[src/rtl/amm_rd_wr_arbiter_pkg.sv]
// Shared types for the Avalon-MM read/write arbiter: arbitration state and grant owner.
package amm_rd_wr_arbiter_pkg;

  typedef enum logic [1:0] {
    IDLE,
    LOCK_RD,
    LOCK_WR
  } arb_state_t;

  typedef enum logic {
    GNT_RD,
    GNT_WR
  } grant_t;

endpackage

[src/rtl/amm_rd_wr_arbiter_pending_cnt.sv]
// Saturating up/down counter of accepted reads still awaiting readdatavalid.
module amm_rd_wr_arbiter_pending_cnt #(
  parameter int unsigned LIMIT = 4,
  parameter int unsigned CNT_W = $clog2(LIMIT + 1)
) (
  input  logic             clk_i,
  input  logic             rst_n_i,
  input  logic             inc_i,
  input  logic             dec_i,
  output logic [CNT_W-1:0] cnt_o,
  output logic             full_o
);

  logic [CNT_W-1:0] cnt_q, cnt_d;

  // Simultaneous inc/dec cancel; a decrement at zero is absorbed.
  always_comb begin
    cnt_d = cnt_q;
    if (inc_i && !dec_i && (cnt_q != CNT_W'(LIMIT))) begin
      cnt_d = cnt_q + 1'b1;
    end else if (dec_i && !inc_i && (cnt_q != '0)) begin
      cnt_d = cnt_q - 1'b1;
    end
  end

  always_ff @(posedge clk_i or negedge rst_n_i) begin
    if (!rst_n_i) begin
      cnt_q <= '0;
    end else begin
      cnt_q <= cnt_d;
    end
  end

  assign cnt_o  = cnt_q;
  assign full_o = (cnt_q >= CNT_W'(LIMIT));

  underflow_a : assert property (@(posedge clk_i) disable iff (!rst_n_i)
                                 !(dec_i && !inc_i && (cnt_q == '0)));

endmodule

[src/rtl/amm_rd_wr_arbiter.sv]
// Merges a read master and a write master onto one Avalon-MM slave: round-robin
// arbitration, grant held across slave stalls, outstanding reads capped.
module amm_rd_wr_arbiter
  import amm_rd_wr_arbiter_pkg::*;
#(
  parameter int DATA_WIDTH     = 64,
  parameter int ADDR_WIDTH     = 10,
  parameter int BYTE_CNT       = DATA_WIDTH / 8,
  parameter int MAX_PENDING_RD = 4,
  parameter int CNT_W          = $clog2(MAX_PENDING_RD + 1)
) (
  input  logic                  clk_i,
  input  logic                  rst_n_i,
  input  logic [ADDR_WIDTH-1:0] rd_address_i,
  input  logic                  rd_read_i,
  output logic [DATA_WIDTH-1:0] rd_readdata_o,
  output logic                  rd_readdatavalid_o,
  output logic                  rd_waitrequest_o,
  input  logic [ADDR_WIDTH-1:0] wr_address_i,
  input  logic                  wr_write_i,
  input  logic [DATA_WIDTH-1:0] wr_writedata_i,
  input  logic [BYTE_CNT-1:0]   wr_byteenable_i,
  output logic                  wr_waitrequest_o,
  output logic [ADDR_WIDTH-1:0] mem_address_o,
  output logic                  mem_read_o,
  output logic                  mem_write_o,
  output logic [DATA_WIDTH-1:0] mem_writedata_o,
  output logic [BYTE_CNT-1:0]   mem_byteenable_o,
  input  logic [DATA_WIDTH-1:0] mem_readdata_i,
  input  logic                  mem_readdatavalid_i,
  input  logic                  mem_waitrequest_i,
  output logic [CNT_W-1:0]      pending_rd_o
);

  arb_state_t state_q, state_d;
  grant_t     last_q, last_d;

  logic rd_full;
  logic rd_elig;
  logic gnt_rd, gnt_wr;
  logic rd_acc, wr_acc;

  assign rd_elig = rd_read_i && !rd_full;

  // Zero-latency winner in IDLE; a locked state pins the grant regardless of the pending cap.
  always_comb begin
    gnt_rd = 1'b0;
    gnt_wr = 1'b0;
    unique case (state_q)
      LOCK_RD: gnt_rd = 1'b1;
      LOCK_WR: gnt_wr = 1'b1;
      default: begin
        if (rd_elig && wr_write_i) begin
          if (last_q == GNT_WR) gnt_rd = 1'b1;
          else                  gnt_wr = 1'b1;
        end else if (rd_elig) begin
          gnt_rd = 1'b1;
        end else if (wr_write_i) begin
          gnt_wr = 1'b1;
        end
      end
    endcase
  end

  assign mem_read_o       = rst_n_i && gnt_rd && rd_read_i;
  assign mem_write_o      = rst_n_i && gnt_wr && wr_write_i;
  assign mem_address_o    = gnt_rd ? rd_address_i : wr_address_i;
  assign mem_writedata_o  = wr_writedata_i;
  assign mem_byteenable_o = wr_byteenable_i;

  always_comb begin
    rd_waitrequest_o = mem_waitrequest_i;
    wr_waitrequest_o = mem_waitrequest_i;
    if (!rst_n_i) begin
      rd_waitrequest_o = 1'b1;
      wr_waitrequest_o = 1'b1;
    end else if (gnt_wr) begin
      rd_waitrequest_o = 1'b1;
    end else if (gnt_rd) begin
      wr_waitrequest_o = 1'b1;
    end else if (rd_read_i) begin
      rd_waitrequest_o = 1'b1;
    end
  end

  assign rd_readdata_o      = mem_readdata_i;
  assign rd_readdatavalid_o = rst_n_i && mem_readdatavalid_i;

  assign rd_acc = mem_read_o && !mem_waitrequest_i;
  assign wr_acc = mem_write_o && !mem_waitrequest_i;

  always_comb begin
    state_d = state_q;
    last_d  = last_q;
    unique case (state_q)
      LOCK_RD: begin
        if (!rd_read_i) begin
          state_d = IDLE;
        end else if (rd_acc) begin
          state_d = IDLE;
          last_d  = GNT_RD;
        end
      end
      LOCK_WR: begin
        if (!wr_write_i) begin
          state_d = IDLE;
        end else if (wr_acc) begin
          state_d = IDLE;
          last_d  = GNT_WR;
        end
      end
      default: begin
        if (rd_acc)           last_d  = GNT_RD;
        else if (wr_acc)      last_d  = GNT_WR;
        else if (mem_read_o)  state_d = LOCK_RD;
        else if (mem_write_o) state_d = LOCK_WR;
      end
    endcase
  end

  always_ff @(posedge clk_i or negedge rst_n_i) begin
    if (!rst_n_i) begin
      state_q <= IDLE;
      last_q  <= GNT_WR;
    end else begin
      state_q <= state_d;
      last_q  <= last_d;
    end
  end

  amm_rd_wr_arbiter_pending_cnt #(
    .LIMIT (MAX_PENDING_RD),
    .CNT_W (CNT_W)
  ) u_pending_cnt (
    .clk_i   (clk_i),
    .rst_n_i (rst_n_i),
    .inc_i   (rd_acc),
    .dec_i   (mem_readdatavalid_i),
    .cnt_o   (pending_rd_o),
    .full_o  (rd_full)
  );

endmodule

[config.mk]
export PLATFORM = sky130hd
export DESIGN_NAME = amm_rd_wr_arbiter
export DESIGN_NICKNAME = d
export VERILOG_FILES = /design/src/rtl/amm_rd_wr_arbiter_pkg.sv /design/src/rtl/amm_rd_wr_arbiter_pending_cnt.sv /design/src/rtl/amm_rd_wr_arbiter.sv
export SDC_FILE = /design/constraint.sdc
export NUM_CORES = 1
export LEC_CHECK = 0
export CORE_AREA = 5 5 121 123
export DETAILED_ROUTE_END_ITERATION = 10
export DIE_AREA = 0 0 126 128
export PLACE_DENSITY = 0.65
export SLEW_MARGIN = 15
export SYNTH_ARGS = -nofsm -noshare
export SYNTH_HDL_FRONTEND = slang
export SYNTH_SLANG_ARGS = --single-unit
[constraint.sdc]
create_clock -name clk_i -period 4.35 [get_ports clk_i]
set_input_delay 1.0875 -clock clk_i [delete_from_list [all_inputs] [get_ports clk_i]]
set_output_delay 1.0875 -clock clk_i [all_outputs]
set_load 0.005 [all_outputs]
==> reports/results.ini, run 1 <==
[outcome]
status = complete, no violations

[routing]
vias = 1027
avgRoutedWirePerCell_um = 16.6
antenna_left = 0
drtIter0Drc = 39
vias_per_cell = 3.28
dr.pass1.iters = 4
drc = 0
drt-total-wl_mm = 5.20

[grt]
grt_pass1_wl_mm = 7.08
grt_pass1_vias = 1115
track_usage_pct = 6.13
grt-ovfl-total = 0
grt_antenna_before_repair = 1
grt_max_degree = 16

[pwr]
p_clk_share_pct = 23.6
p_switching_mw = 0.250
p_seq_share_pct = 18.0
p_sw_share_pct = 37.4
leakagePower_nw = 0.515
vdd_drop_max_uv = 96.1
p_int_mw = 0.419
p_comb_share_pct = 58.3
power_density_nw_per_um2 = 450
finalPower_mw = 0.669

[layout]
syn2layout_area_growth_pct = -15.8
antennaDiodeCount = 0
drive_gt1_share_pct = 19.5
fillers = 1570
multi_input_comb_area_sq_um = 566
final_area_sq_um = 1490
regArea_sq_um = 151
fin_nets = 299

[place]
dp_hpwl_mm = 4.40
pre_cts_slack_ns = 0.362
gp_congestion = 0.623
io_buffer_count = 43
placed_area_sq_um = 1410

[sta]
setup_slack_ns = 0.363
period_share_pct = 91.6
rsz0062_at_grt = false
whs_ns = 0.524
finalSetupViolCount = 0
fin_tns_setup_ns = 0
hold_viol = 0
worstMarginPinSlew_ns = 0.503
report.final.slew_viol_count = 0
min_period_ns = 3.99
finalClockSkew_ns = 0.00488
fmax_mhz = 251
max_slew_margin_pct = 66.3

[die]
coreArea_sq_um = 13600
start_util_pct = 13.0
dieHeight_um = 128
placementRows = 43
die_x_um = 126
dieArea_sq_um = 16100
io_pins = 316

[clock_network]
clock_latency_ns = 0.23
post_cts_resized = 0
cts_buffers = 3
root_buffer = clkbuf_16
cts.sinks = 6
post_cts_buffers = 0
clkTransAtPathRegs_ns = 0.03
htreeDepth = 1
cts_hold_buf = 0
cts_tree = built
clock_path_buffers = 2

[critical_path]
crit_chain = clkdlybuf4s50_1 -> nand2b_2 -> a31oi_1 -> buf_4 -> mux2_2 -> clkdlybuf4s50_1
critPathMaxFanout = 12
worst_ep_required_time_ns = 3.26
path_class = in -> out
worstPathArrival_ns = 2.90
crit_path_top_delay_cell = clkdlybuf4s50_1
crit_path_end_kind = output pin
cpPeakStageDelay_ns = 0.50
start_kind = input pin
crit_path_frequent_cell = clkdlybuf4s50_1

[synthesis]
synth.net_count = 386
synth.yosys.warnings = 0
synth_area_sq_um = 1760
synth_cells = 221
synth-seq-cells = 6
synthArstFlopShare_pct = 100
synth_edf_count = 0
yosysSeqAreaShare_pct = 8.58
avgSynthCellArea_sq_um = 7.98
yosysUniqueCellTypes = 34
ys.flop_type = dfrtp_1

[hold_path]
holdCritPathClass = reg -> reg

[flow_run]
maxCapViolations = 0

-- metrics by stage --
step | util (%) | instances
finish | 11.0 | 313
global route | 11.0 | 313
CTS | 11.0 | 313
detailed placement | 10.4 | 309
global placement | 10.4 | 309
floorplan | - | 221
-- Yosys cell counts (3+ instances only) --
library cell	count	area, sq um
a21oi_1	5	25.0
a31oi_1	4	25.0
buf_4	138	1040
dfrtp_1	5	125
inv_1	3	11.3
mux2_2	10	113
mux2i_1	4	40.0
nand2_1	9	33.8
nor2_1	7	26.3
nor2b_1	3	18.8
o21ai_0	4	20.0
-- cells in the final DEF, fill, tap and decap left out, types with 2 or more instances in the layout --
master           instances
mux2_2                  10
nor2_1                   7
dfrtp_1                  5
o21ai_0                  4
nand2_1                  9
a21oi_1                  5
ha_1                     2
clkbuf_16                3
and2_1                   2
nand3_1                  2
mux2i_1                  4
nor2b_1                  3
nand2b_1                 2
nor2b_4                  2
clkdlybuf4s50_1         43
a31o_2                   2
buf_4                    3
a31oi_1                  4
inv_1                    3
-- power groups by stage --
stage / logic (mW) / clock network (mW) / registers [mW]
floorplan: 0.346 / 0 / 0.113
global placement: 0.386 / 0 / 0.120
detailed placement: 0.396 / 0 / 0.121
CTS: 0.398 / 0.161 / 0.121
global route: 0.432 / 0.163 / 0.127
finish: 0.390 / 0.158 / 0.121
-- area by class of cell --
class	instances	area share [%]
multi-input combinational	74	38.1
tap	180	15.2
sequential	6	10.2
clock buffer	4	5.31
timing repair buffer	46	30.5
inverter	3	0.758
-- worst paths after layout --
kind                            start                     end  slack [ns]  depth (start not counted)
hold / removal             state_q[1]              state_q[1]        0.52                          1
setup / recovery           wr_write_i        mem_address_o[3]        0.36                          6
min in group asynchronous     rst_n_i  u_pending_cnt.cnt_o[0]        1.20                          1
hold reg to reg            state_q[1]              state_q[1]        0.52                          1
setup reg to reg           state_q[0]  u_pending_cnt.cnt_o[2]        1.63                         10
max in group asynchronous     rst_n_i                  last_q        2.79                          1
-- routing by layer --
layer  vias up  global-route usage, %  routed length [um]
met4         2                   9.15                 721
met5         -                      0                   7
met3        70                   5.13                 946
met2       112                   8.36                2260
met1       443                   4.24                1260
li1        400                      -                   -
-- flip-flops by register name (all words and copies together) (netlist names) --
| name | flops |
|---|---|
| last_q | 1 |
| u_pending_cnt.cnt_o | 3 |
| state_q | 2 |
-- critical path, delay by kind of cell --
kind	cells	cell delay [ns]
AOI/OAI and AO/OA	1	0.18
and+or+nand+nor	1	0.10
buffers and inverters	3	1.18
muxes	1	0.36
-- cells by family (layout without fill, tap and decap cells) --
kind of cell    after synthesis  in the layout  share of synthesized area [%]
compound gates               23             23                           9.29
xor+xnor                      1              1                          0.497
fa+ha+maj                     3              3                           2.55
buf+inv                     141             53                           59.4
flops                         6              6                           8.58
mux                          15             15                           9.29
simple gates                 32             32                           10.4
Note: power is estimated with default switching activity, not from simulation.
==> run 2, diff against run 1 <==
--- a/config.mk
+++ b/config.mk
@@ -9,6 +9,7 @@
 export DETAILED_ROUTE_END_ITERATION = 10
 export DIE_AREA = 0 0 126 128
 export PLACE_DENSITY = 0.65
+export SETUP_SLACK_MARGIN = 0.3
 export SLEW_MARGIN = 15
 export SYNTH_ARGS = -nofsm -noshare
 export SYNTH_HDL_FRONTEND = slang
==> constraint.sdc (replaced) <==
create_clock -name clk_i -period 4.35 [get_ports clk_i]
set_input_delay 1.0875 -clock clk_i [delete_from_list [all_inputs] [get_ports clk_i]]
set_output_delay 1.0875 -clock clk_i [all_outputs]
set_load 0.05 [all_outputs]
==> run 2 against run 1 <==
  * Wire length down 6.8%
  * Worst hold slack better by 0.020 ns
  * Clock-buffer cell count unchanged
  * Flip-flop and latch count stayed put
  * Clock power down 3%
  * Largest power group unchanged
  * Sequential share of layout area decreased by 0.62 points
  * Critical path depth is the same
  * Critical path type unchanged
  * Maximum frequency up 2.5%
==> reports/results.ini, run 2 (synthesized netlist as in run 1, its figures left out) <==
[pwr]
leakagePower_nw = 0.578
power_density_nw_per_um2 = 532
p_clk_share_pct = 18.2
finalPower_mw = 0.842
p_comb_share_pct = 67.6
vdd_drop_max_uv = 133
p_seq_share_pct = 14.2
p_sw_share_pct = 45.6
p_switching_mw = 0.383
p_int_mw = 0.458

[critical_path]
path_delay_family = buffers and inverters
crit_path_end_kind = output pin
path_class = in -> out
critPathMaxFanout = 12
start_kind = input pin
crit_path_top_delay_cell = clkdlybuf4s50_1
worst_ep_required_time_ns = 3.26
cpPeakStageDelay_ns = 0.60
critPathBufInv = 3
worstPathArrival_ns = 2.80
crit_chain = clkdlybuf4s50_1 -> nand2b_2 -> a31oi_1 -> buf_4 -> mux2_2 -> buf_12

[grt]
grt_pass1_vias = 1047
grt_antenna_before_repair = 0
grt-ovfl-total = 0
grt_pass1_wl_mm = 6.46
grt_max_degree = 16
track_usage_pct = 5.53

[clock_network]
post_cts_resized = 1
cts_buffers = 3
clkTransAtPathRegs_ns = 0.03
cts_hold_buf = 0
clock_latency_ns = 0.23
htreeDepth = 1
cts.sinks = 6
root_buffer = clkbuf_16
cts_tree = built
clock_path_buffers = 2
post_cts_buffers = 0

[layout]
fillers = 1570
drive_gt1_share_pct = 28.8
syn2layout_area_growth_pct = -10.4
layout_common_cells = clkdlybuf4s50_1, buf_12, mux2_2
final_common_cell = clkdlybuf4s50_1
antennaDiodeCount = 0
largest_register_ffs = 3
layoutNonFillerInstCount = 312
fin_nets = 298
post-route-util_pct = 11.7
final_area_sq_um = 1580

[sta]
fmax_mhz = 257
max_slew_margin_pct = 63.4
worstMarginPinSlew_ns = 0.547
period_share_pct = 89.4
report.final.slew_viol_count = 0
finalClockSkew_ns = 0.00218
fin_tns_setup_ns = 0
finalSetupViolCount = 0
min_period_ns = 3.89
rsz0062_at_grt = false
hold_viol = 0

[die]
start_util_pct = 13.0
dieArea_sq_um = 16100
placementRows = 43
dieHeight_um = 128
io_pins = 316
coreArea_sq_um = 13600
die_x_um = 126

[routing]
drc = 0
avgRoutedWirePerCell_um = 15.5
dr.pass1.iters = 3
vias = 988
drtIter0Drc = 18
vias_per_cell = 3.17
antenna_left = 0
drt-total-wl_mm = 4.84

[place]
placed_area_sq_um = 1500
dp_hpwl_mm = 4.07
io_buffer_count = 43
gp_congestion = 0.655
dp.cells = 308

[outcome]
status = complete, no violations

[flow_run]
maxCapViolations = 0

[hold_path]
holdCritPathClass = reg -> reg

==> run 2: cell count changes in the layout (fill, tap and decap cells not counted) <==
cell             before  now
buf_12                0   11
clkdlybuf4s50_1      43   29
buf_4                 3    4
dlygate4sd2_1         0    1
==> run 2: worst register-to-register path, cell delays in order (launching register included) <==
cell     delay, ns
dfrtp_1       0.34
inv_1         0.06
ha_1          0.61
a31oi_1       0.23
nor2_1        0.42
nand2_1       0.13
fa_1          0.39
nor2b_1       0.15
o21ai_0       0.09
mux2i_1       0.10
mux2i_1       0.14
==> run 2: area by class of cell <==
cell class | instances | area [sq um] | area share, %
flip-flops and latches | 6 | 151 | 9.57
multi-input cells | 74 | 566 | 35.8
well taps | 180 | 225 | 14.2
clock buffers | 4 | 78.8 | 4.98
inverters | 3 | 11.3 | 0.712
repair buffers | 45 | 549 | 34.7
==> run 2: path summary, 6_finish.rpt <==
| check | endpoint | slack [ns] | start | depth (start not counted) |
|---|---|---|---|---|
| setup / recovery | mem_address_o[2] | 0.46 | wr_write_i | 6 |
| hold / removal | state_q[1] | 0.54 | state_q[1] | 1 |
| setup reg to reg | u_pending_cnt.cnt_o[2] | 1.61 | state_q[0] | 10 |
| hold reg to reg | state_q[1] | 0.54 | state_q[1] | 1 |
| max in group asynchronous | u_pending_cnt.cnt_o[2] | 2.88 | rst_n_i | 2 |
| min in group asynchronous | state_q[0] | 1.11 | rst_n_i | 1 |
==> run 2: layer usage <==
metal  up-vias  share of wire, %  global-route usage [%]
li1        399                 -                       -
met1       417                24                    3.82
met2       104                43                    7.32
met3        68                19                    5.21
met4         0                14                    7.82
met5         -                 0                       0
==> run 2: per-stage QoR <==
| step | worst slack, ns | hold WS, ns |
|---|---|---|
| finish | 0.460 | 0.544 |
| global route | 0.352 | 0.563 |
| CTS | 0.444 | 0.549 |
| detailed placement | 0.296 | 0.543 |
| global placement | 0.310 | 0.499 |
| floorplan | 0.583 | 0.485 |
==> run 2: power groups by stage <==
stage / combinational (mW) / sequential [mW] / clock (mW)
after floorplan: 0.666 / 0.160 / 0
after global placement: 0.561 / 0.117 / 0
final: 0.569 / 0.120 / 0.153
after detailed placement: 0.576 / 0.120 / 0
after CTS: 0.578 / 0.120 / 0.156
after global routing: 0.610 / 0.125 / 0.160
